**config.mk**
```make
export PLATFORM = sky130hd
export DESIGN_NAME = cv32e40p_err_counter_bank_ft
export DESIGN_NICKNAME = d
export VERILOG_FILES = /design/src/rtl/cv32e40p_err_counter_bank_ft.sv
export SDC_FILE = /design/constraint.sdc
export NUM_CORES = 1
export LEC_CHECK = 0
export CAP_MARGIN = 10
export CORE_ASPECT_RATIO = 2
export CORE_UTILIZATION = 57
export CTS_CLUSTER_SIZE = 14
export DETAILED_ROUTE_END_ITERATION = 8
export GPL_ROUTABILITY_DRIVEN = 0
export PLACE_DENSITY = 0.76
export SYNTH_ARGS = -nofsm -noshare
export SYNTH_HDL_FRONTEND = slang
export SYNTH_SLANG_ARGS = --single-unit
```
**constraint.sdc**
```tcl
create_clock -name clk -period 6.55 [get_ports clk]
set_input_delay 1.6375 -clock clk [delete_from_list [all_inputs] [get_ports clk]]
set_output_delay 1.6375 -clock clk [all_outputs]
set_load 0.02 [all_outputs]
```
**src/rtl/cv32e40p_err_counter_bank_ft.sv**
```systemverilog
// rtl/cv32e40p_err_counter_bank_ft.sv - leaky-bucket error counter bank with sticky fault map
//
// Purpose: one saturating up/down counter per (unit, class) pair of the redundant
// execution units. Voter mismatches push a counter up by INC, clean ops let it
// leak down by DEC. Hitting THRESHOLD marks the pair permanently faulty (sticky)
// and pulses fault_new_o. Counters and the fault map are CSR read/write.
//
// Ports:
//   clk, rst          core clock, synchronous active-high reset
//   ev_valid_i[u]     unit u finished a voted op this cycle
//   ev_class_i        per-unit op class, unit u in bits [u*CLS_W +: CLS_W]
//   ev_error_i[u]     voter flagged unit u's result as wrong
//   faulty_o[k]       sticky fault bit, k = u*N_CLASSES + c
//   fault_new_o       one-cycle pulse when a fault bit is set by threshold
//   csr_*             CSR access; counter k at CSR_BASE+k, fault map at CSR_BASE+NK
module cv32e40p_err_counter_bank_ft #(
    parameter int          N_UNITS   = 3,
    parameter int          N_CLASSES = 4,
    parameter int          CNT_W     = 16,
    parameter int          THRESHOLD = 64,
    parameter int          INC       = 4,
    parameter int          DEC       = 1,
    parameter logic [11:0] CSR_BASE  = 12'h7C0,
    localparam int         CLS_W     = (N_CLASSES > 1) ? $clog2(N_CLASSES) : 1,
    localparam int         NK        = N_UNITS * N_CLASSES
) (
    input  logic                     clk,
    input  logic                     rst,
    input  logic [N_UNITS-1:0]       ev_valid_i,
    input  logic [N_UNITS*CLS_W-1:0] ev_class_i,
    input  logic [N_UNITS-1:0]       ev_error_i,
    output logic [NK-1:0]            faulty_o,
    output logic                     fault_new_o,
    input  logic [11:0]              csr_addr_i,
    input  logic                     csr_re_i,
    input  logic                     csr_we_i,
    input  logic [31:0]              csr_wdata_i,
    output logic [31:0]              csr_rdata_o,
    output logic                     csr_hit_o
);

    localparam logic [CNT_W-1:0] THR_V   = CNT_W'(THRESHOLD);
    localparam logic [CNT_W-1:0] DEC_V   = CNT_W'(DEC);
    localparam logic [CNT_W:0]   INC_X   = (CNT_W+1)'(INC);
    localparam logic [CNT_W:0]   THR_X   = (CNT_W+1)'(THRESHOLD);

    logic [CNT_W-1:0] cnt_q [NK];
    logic [CNT_W-1:0] cnt_d [NK];
    logic [NK-1:0]    faulty_q, faulty_d;
    logic             fault_new_q, fault_new_d;

    // Decode in 13 bits so CSR_BASE+NK cannot wrap past 12'hFFF.
    logic [12:0] addr_x;
    logic [11:0] csr_idx;
    logic        csr_hit;
    logic        wr_cnt, wr_map;
    logic        unused_wdata;

    assign addr_x  = {1'b0, csr_addr_i};
    assign csr_hit = (addr_x >= {1'b0, CSR_BASE}) && (addr_x <= ({1'b0, CSR_BASE} + 13'(NK)));
    assign csr_idx = csr_addr_i - CSR_BASE;
    assign wr_cnt  = csr_we_i && csr_hit && (int'(csr_idx) < NK);
    assign wr_map  = csr_we_i && csr_hit && (int'(csr_idx) == NK);
    assign unused_wdata = ^csr_wdata_i;

    always_comb begin
        logic [CLS_W-1:0] cls;
        logic [CNT_W:0]   sum;
        logic [CNT_W-1:0] nxt;
        int               k;
        cls         = '0;
        sum         = '0;
        nxt         = '0;
        k           = 0;
        cnt_d       = cnt_q;
        faulty_d    = faulty_q;
        fault_new_d = 1'b0;

        for (int u = 0; u < N_UNITS; u++) begin
            cls = ev_class_i[u*CLS_W +: CLS_W];
            if (ev_valid_i[u] && (int'(cls) < N_CLASSES)) begin
                k = u * N_CLASSES + int'(cls);
                // A map write touches every bit, so it pre-empts all events;
                // a counter write only pre-empts the event aimed at that counter.
                if (!faulty_q[k] && !wr_map && !(wr_cnt && (int'(csr_idx) == k))) begin
                    if (ev_error_i[u]) begin
                        sum = {1'b0, cnt_q[k]} + INC_X;
                        nxt = (sum >= THR_X) ? THR_V : sum[CNT_W-1:0];
                    end else begin
                        nxt = (cnt_q[k] >= DEC_V) ? (cnt_q[k] - DEC_V) : '0;
                    end
                    cnt_d[k] = nxt;
                    if (nxt == THR_V) begin
                        faulty_d[k] = 1'b1;
                        fault_new_d = 1'b1;
                    end
                end
            end
        end

        // Software writes never raise faults: they only clamp, preload or clear.
        if (wr_cnt) begin
            for (int j = 0; j < NK; j++) begin
                if (int'(csr_idx) == j) begin
                    cnt_d[j] = (csr_wdata_i[CNT_W-1:0] >= THR_V) ? THR_V : csr_wdata_i[CNT_W-1:0];
                end
            end
        end
        if (wr_map) begin
            faulty_d = csr_wdata_i[NK-1:0];
            for (int j = 0; j < NK; j++) begin
                if (!csr_wdata_i[j]) cnt_d[j] = '0;
            end
        end
    end

    always_ff @(posedge clk) begin
        if (rst) begin
            for (int j = 0; j < NK; j++) cnt_q[j] <= '0;
            faulty_q    <= '0;
            fault_new_q <= 1'b0;
        end else begin
            cnt_q       <= cnt_d;
            faulty_q    <= faulty_d;
            fault_new_q <= fault_new_d;
        end
    end

    always_comb begin
        csr_rdata_o = '0;
        if (csr_re_i && csr_hit) begin
            if (int'(csr_idx) == NK) begin
                csr_rdata_o = 32'(faulty_q);
            end else begin
                for (int j = 0; j < NK; j++) begin
                    if (int'(csr_idx) == j) csr_rdata_o = 32'(cnt_q[j]);
                end
            end
        end
    end

    assign csr_hit_o   = csr_hit;
    assign faulty_o    = faulty_q;
    assign fault_new_o = fault_new_q;

endmodule

```
==> key figures, run 1 <==
Logic synthesis
  • Dominant synthesized flop cell: dfxtp_1
  • Gate count after technology mapping: 1692
  • Post-synthesis cell type count: 95
  • YS warnings: 0
  • Post-synthesis sequential area ratio: 0.2962
  • Post-synth EDFFs: 0
  • Post-synth ARST share: 0
  • Syn Area/Cell: 8.188 sq um
  • Yosys reg bits: 205
  • Syn Std Cell Area: 13850 sq um

Floorplanning
  • Initial Util: 0.5815
  • Die H: 222.5 microns
  • IO Pins: 106
  • FP Rows: 80
  • Die Span X: 112.2 microns

Global route
  • Total GRT Usage: 0.4971
  • Largest net degree at the start of global routing: 25
  • Overflow after GRT: 6
  • First-pass GRT wire length: 92920 microns
  • Number of global-route vias before repair: 15401

CTS
  • CTS Root Cell: clkbuf_16
  • Max H-tree Level: 1
  • Post-CTS Hold Buffers: 0
  • CTS max path bufs: 3
  • TritonCTS Buffers: 20
  • Setup Fix Bufs, Post-CTS: 0
  • Post-CTS Resized: 0
  • Clk sinks: 205

Placed design
  • Area post-placement: 15170 sq um
  • Number of buffers added on ports: 73
  • Dpl hpwl: 41940 microns

Outcome
  • Tool error: [ERROR GRT-0116] Global routing finished with congestion. Check the congestion regions in the DRC Viewer.
  • Last stage: 5_1_grt
  • Status: did not finish
==> logic make-up after synthesis <==
group,Yosys count,share of synthesized area
AOI/OAI and AO/OA,444,0.2168
xor gates and xnor gates,34,0.02150
adders and majority gates,14,0.01264
buffers and inverters,152,0.05076
DFF,205,0.2962
muxes,165,0.1707
other,1,0.0002707
and+or+nand+nor,677,0.2311
==> stage by stage <==
stage | setup WS [ns] | util | hold WS (ns) | std cells
floorplan | 0.2399 | - | 0.4424 | 1707
global placement | 0.1138 | 0.6368 | 0.4512 | 2027
detailed placement | 0.1565 | 0.6368 | 0.4638 | 2027
CTS | 0.1198 | 0.6659 | 0.4731 | 2060
==> routing by layer <==
metal / overflow / track usage
met2: 0 / 0.7712
met5: 0 / 0.01212
met1: 0 / 0.4883
met4: 5 / 0.4839
met3: 1 / 0.2114
==> Yosys cell counts, types with 8 or more instances <==
cell type  instances  area share
dfxtp_1          205        0.30
and2_1            15      0.0068
o211ai_1           8      0.0043
nand2b_1          20      0.0090
o21ai_0           53       0.019
xor2_1            14      0.0089
a31oi_1           13      0.0059
and3_1            15      0.0068
nor2b_1           11      0.0050
o21bai_1          10      0.0054
buf_1             18      0.0049
a22o_1            13      0.0082
inv_1             23      0.0062
nand4_1           10      0.0045
a221oi_1          12      0.0076
nand2_1          166       0.045
ha_1              14       0.013
nand3_1           29       0.010
nor4b_1           11      0.0070
mux2i_1           99       0.072
a22oi_1           38       0.021
nor3_1            27      0.0098
buf_2             21      0.0076
a211oi_1          43       0.023
nor2_1           283       0.077
buf_4             18      0.0098
o31ai_1            8      0.0043
xnor2_1           20       0.013
nor4_1            21      0.0095
mux2_2             9      0.0073
or2_2             14      0.0063
mux4_2            56       0.091
a21oi_1          148       0.053
clkbuf_1          66       0.018
or3_1             15      0.0068
==> inputs of run 2 (changes only) <==
--- a/config.mk
+++ b/config.mk
@@ -6,12 +6,10 @@
 export NUM_CORES = 1
 export LEC_CHECK = 0
 export CAP_MARGIN = 10
-export CORE_ASPECT_RATIO = 2
-export CORE_UTILIZATION = 57
-export CTS_CLUSTER_SIZE = 14
+export CORE_UTILIZATION = 40
 export DETAILED_ROUTE_END_ITERATION = 8
 export GPL_ROUTABILITY_DRIVEN = 0
-export PLACE_DENSITY = 0.76
+export PLACE_DENSITY_LB_ADDON = 0.15
 export SYNTH_ARGS = -nofsm -noshare
 export SYNTH_HDL_FRONTEND = slang
 export SYNTH_SLANG_ARGS = --single-unit
==> run 2 against run 1 <==
Against the previous run: the flow now finishes without violations; area after synthesis did not move; synthesized cell count did not move.
==> key figures, run 2 <==
Layout
  • # diodes: 0
  • Biggest register: cnt_q
  • Share of cells above drive strength 1: 0.1495
  • Area Growth Syn to Fin: 17.87%
  • Largest register FFs: 192
  • Most frequent cells in the layout: 275 x nor2_1, 205 x dfxtp_1, 166 x nand2_1
  • Final nets: 1856
  • Most common cell after layout, fill and taps aside: nor2_1

Power and ir drop
  • Clock network power share: 0.407
  • Worst VDD drop: 208.8 uV
  • Switching pwr: 1.116 mW
  • Power Density: 219.7 nW/um^2
  • Seq pwr share: 0.373
  • Pleak: 5.911 nW
  • Cell Int Power: 2.472 mW
  • Net Sw Frac: 0.3111
  • Combinational fraction of design power: 0.220
  • Overall power: 3.588 mW

Global route
  • GRT busiest layer: met2
  • Total GRT Usage: 0.3109
  • Number of global-route vias before repair: 13331
  • Met1 usage: 0.4240
  • Largest net degree at the start of global routing: 26
  • First-pass GRT wire length: 84240 microns
  • Initial antenna violation count: 1
  • Overflow after GRT: 0
  • Routing usage on met2: 0.4823
  • Routing usage on met3: 0.05390

Route
  • Vias per cell: 6.386
  • Post-route DRC violation count: 0
  • Vias: 14349
  • Drt first pass iters: 6
  • DRT antenna net count: 0
  • WL per Instance: 25.10 microns
  • Drt first-iter violations: 1712
  • WL final: 56410 microns

Floorplanning
  • Die H: 188.1 microns (was 222.5 microns)
  • Initial Util: 0.4101 (was 0.5815)
  • Die area: 35380 sq um
  • Die Span X: 188.1 microns (was 112.2 microns)
  • IO Pins: 106 (unchanged)
  • Core area: 33780 sq um
  • FP Rows: 67 (was 80)

Placed design
  • DP Worst Slack: 0.008092 ns (was 0.1565 ns)
  • Number of buffers added on ports: 73 (unchanged)
  • Dpl hpwl: 42200 microns (was 41940 microns)

Worst setup path
  • CP cell instances: clkdlybuf4s50_1 > or2_2 > buf_4 > a2111oi_1 > buf_4 > nand2_1 > buf_4 > nor3_1 > clkdlybuf4s50_1
  • CP delay by family, top: buffers and inverters
  • Buffers & Inverters on Critical Path: 5
  • Worst R2R Setup Slack: 2.32 ns
  • Worst R2R Path Depth: 13
  • Worst path depth: 9
  • Critical Path AT: 4.90 ns
  • Setup crit start: csr_addr_i[1]
  • CP Max Fanout: 6
  • FF-to-FF Start: cnt_q[130]$_SDFF_PP0_
  • Worst Setup EP: csr_rdata_o[9]
  • Crit start category: input pin
  • Worst flop-to-flop path endpoint: faulty_o[0]$_SDFFE_PP0P_
  • CP Capture Type: output pin
  • Worst path max stage delay: 0.70 ns
  • Critical path's most frequent cell: buf_4
  • Slowest cell on crit path: clkdlybuf4s50_1
  • Worst Path Class, Setup: in -> out
  • WP data required: 4.91 ns

Timing
  • Final setup viols: 0
  • Max Freq: 153.0 MHz
  • Final WS setup: 0.01565 ns
  • Final Hold Fails: 0
  • Skew final: 0.02853 ns
  • Final slew viol count: 0
  • Slew headroom: 0.2802
  • Final TNS setup: 0 ns
  • Tcrit/Tclk final: 0.9976
  • RSZ-0062 raised after global routing: false
  • Final min period: 6.534 ns
  • Slew @ Worst Pin: 1.076 ns

CTS
  • CTS tree: yes
  • Clock transition at path regs: 0.06 ns
  • CTS Root Cell: clkbuf_16 (unchanged)
  • TritonCTS Buffers: 25 (was 20)
  • Later-pin clock latency in the skew report: 0.54 ns
  • Max H-tree Level: 1 (unchanged)
  • CTS max path bufs: 3 (unchanged)
  • Clk sinks: 205 (unchanged)

Logic synthesis
  • Gate count after technology mapping: 1692 (unchanged)
  • Syn Std Cell Area: 13850 sq um (unchanged)
  • YS warnings: 0 (unchanged)
  • Dominant synthesized flop cell: dfxtp_1 (unchanged)
  • Yosys top cell by area: dfxtp_1 (unchanged)
  • Post-synth EDFFs: 0 (unchanged)
  • Yosys reg bits: 205 (unchanged)
  • Top-count cell post-synth: nor2_1 (unchanged)
  • Ranking of synthesized cells by area: dfxtp_1 30%, mux4_2 9.1%, nor2_1 7.7% (unchanged)
  • Post-synthesis sequential area ratio: 0.2962 (unchanged)
  • Syn Area/Cell: 8.188 sq um (unchanged)
  • Post-synth ARST share: 0 (unchanged)
  • Top post-synthesis cells by count: 283 x nor2_1, 205 x dfxtp_1, 166 x nand2_1 (unchanged)
  • Post-synthesis cell type count: 95 (unchanged)
  • Top-area cell type share of the netlist area: 0.2962 (unchanged)

Min path
  • HP Class: reg -> reg

Outcome
  • Status: complete, no violations (was did not finish)

Flow run
  • Max_cap viols: 0
run 2: cell families after synthesis:
logic type                 share of synthesized area
AOI/OAI and AO/OA                             0.2168
and+or+nand+nor                               0.2311
muxes                                         0.1707
adders and majority gates                    0.01264
buffers and inverters                        0.05076
DFF                                           0.2962
other                                      0.0002707
xor gates and xnor gates                     0.02150
run 2: tightest hold or removal path, cell delays in order (launching register included):
cell,delay [ns]
dfxtp_1,0.31
nand2_1,0.05
a21oi_1,0.05
run 2: worst min-delay path by stage:
stage	start	end	slack, ns	cells past startpoint
final	cnt_q[89]$_SDFF_PP0_	cnt_q[89]$_SDFF_PP0_	0.47	2
after global routing	cnt_q[89]$_SDFF_PP0_	cnt_q[89]$_SDFF_PP0_	0.49	2
after CTS	cnt_q[89]$_SDFF_PP0_	cnt_q[89]$_SDFF_PP0_	0.47	2
after detailed placement	cnt_q[89]$_SDFF_PP0_	cnt_q[89]$_SDFF_PP0_	0.46	2
after global placement	cnt_q[89]$_SDFF_PP0_	cnt_q[89]$_SDFF_PP0_	0.45	2
after floorplan	cnt_q[103]$_SDFF_PP0_	cnt_q[103]$_SDFF_PP0_	0.44	2
run 2: area by class of cell:
cell class | count | area (sq um)
clock buffers | 35 | 723.2
clock inverters | 9 | 122.6
fillers | 3233 | 17450
inverters | 23 | 86.33
multi-input cells | 1350 | 9185
flip-flops and latches | 205 | 4104
well taps | 448 | 560.5
repair buffers | 177 | 1548
run 2: power by group through the flow:
stage	registers (mW)	logic, mW	clock network [mW]
after floorplan	1.34	0.539	0
after global placement	1.36	0.761	0
after detailed placement	1.36	0.767	0
after CTS	1.33	0.771	1.47
after global routing	1.34	0.844	1.52
final	1.34	0.789	1.46
run 2: what timing repair did:
action	in CTS	in global routing
hold buffers	0	0
setup buffers	0	0
gates resized for setup	0	12
hold endpoints to repair	0	0
setup endpoints to repair	0	11
run 2: through the flow:
step / hold slack (ns) / util / std cells / cell area [sq um]
finish: 0.4671 / 0.4834 / 2247 / 16330
global route: 0.4853 / 0.4834 / 2247 / 16330
CTS: 0.4652 / 0.4824 / 2247 / 16300
detailed placement: 0.4571 / 0.4574 / 2203 / 15450
global placement: 0.4531 / 0.4574 / 2203 / 15450
floorplan: 0.4424 / - / 1707 / 13910
run 2: routing by layer:
metal | up-vias | wire (microns)
li1 | 6406 | -
met1 | 7014 | 23400
met2 | 778 | 25070
met3 | 151 | 5392
met4 | 0 | 2541
met5 | - | 0
No activity file was read; power rests on OpenSTA's default activity.
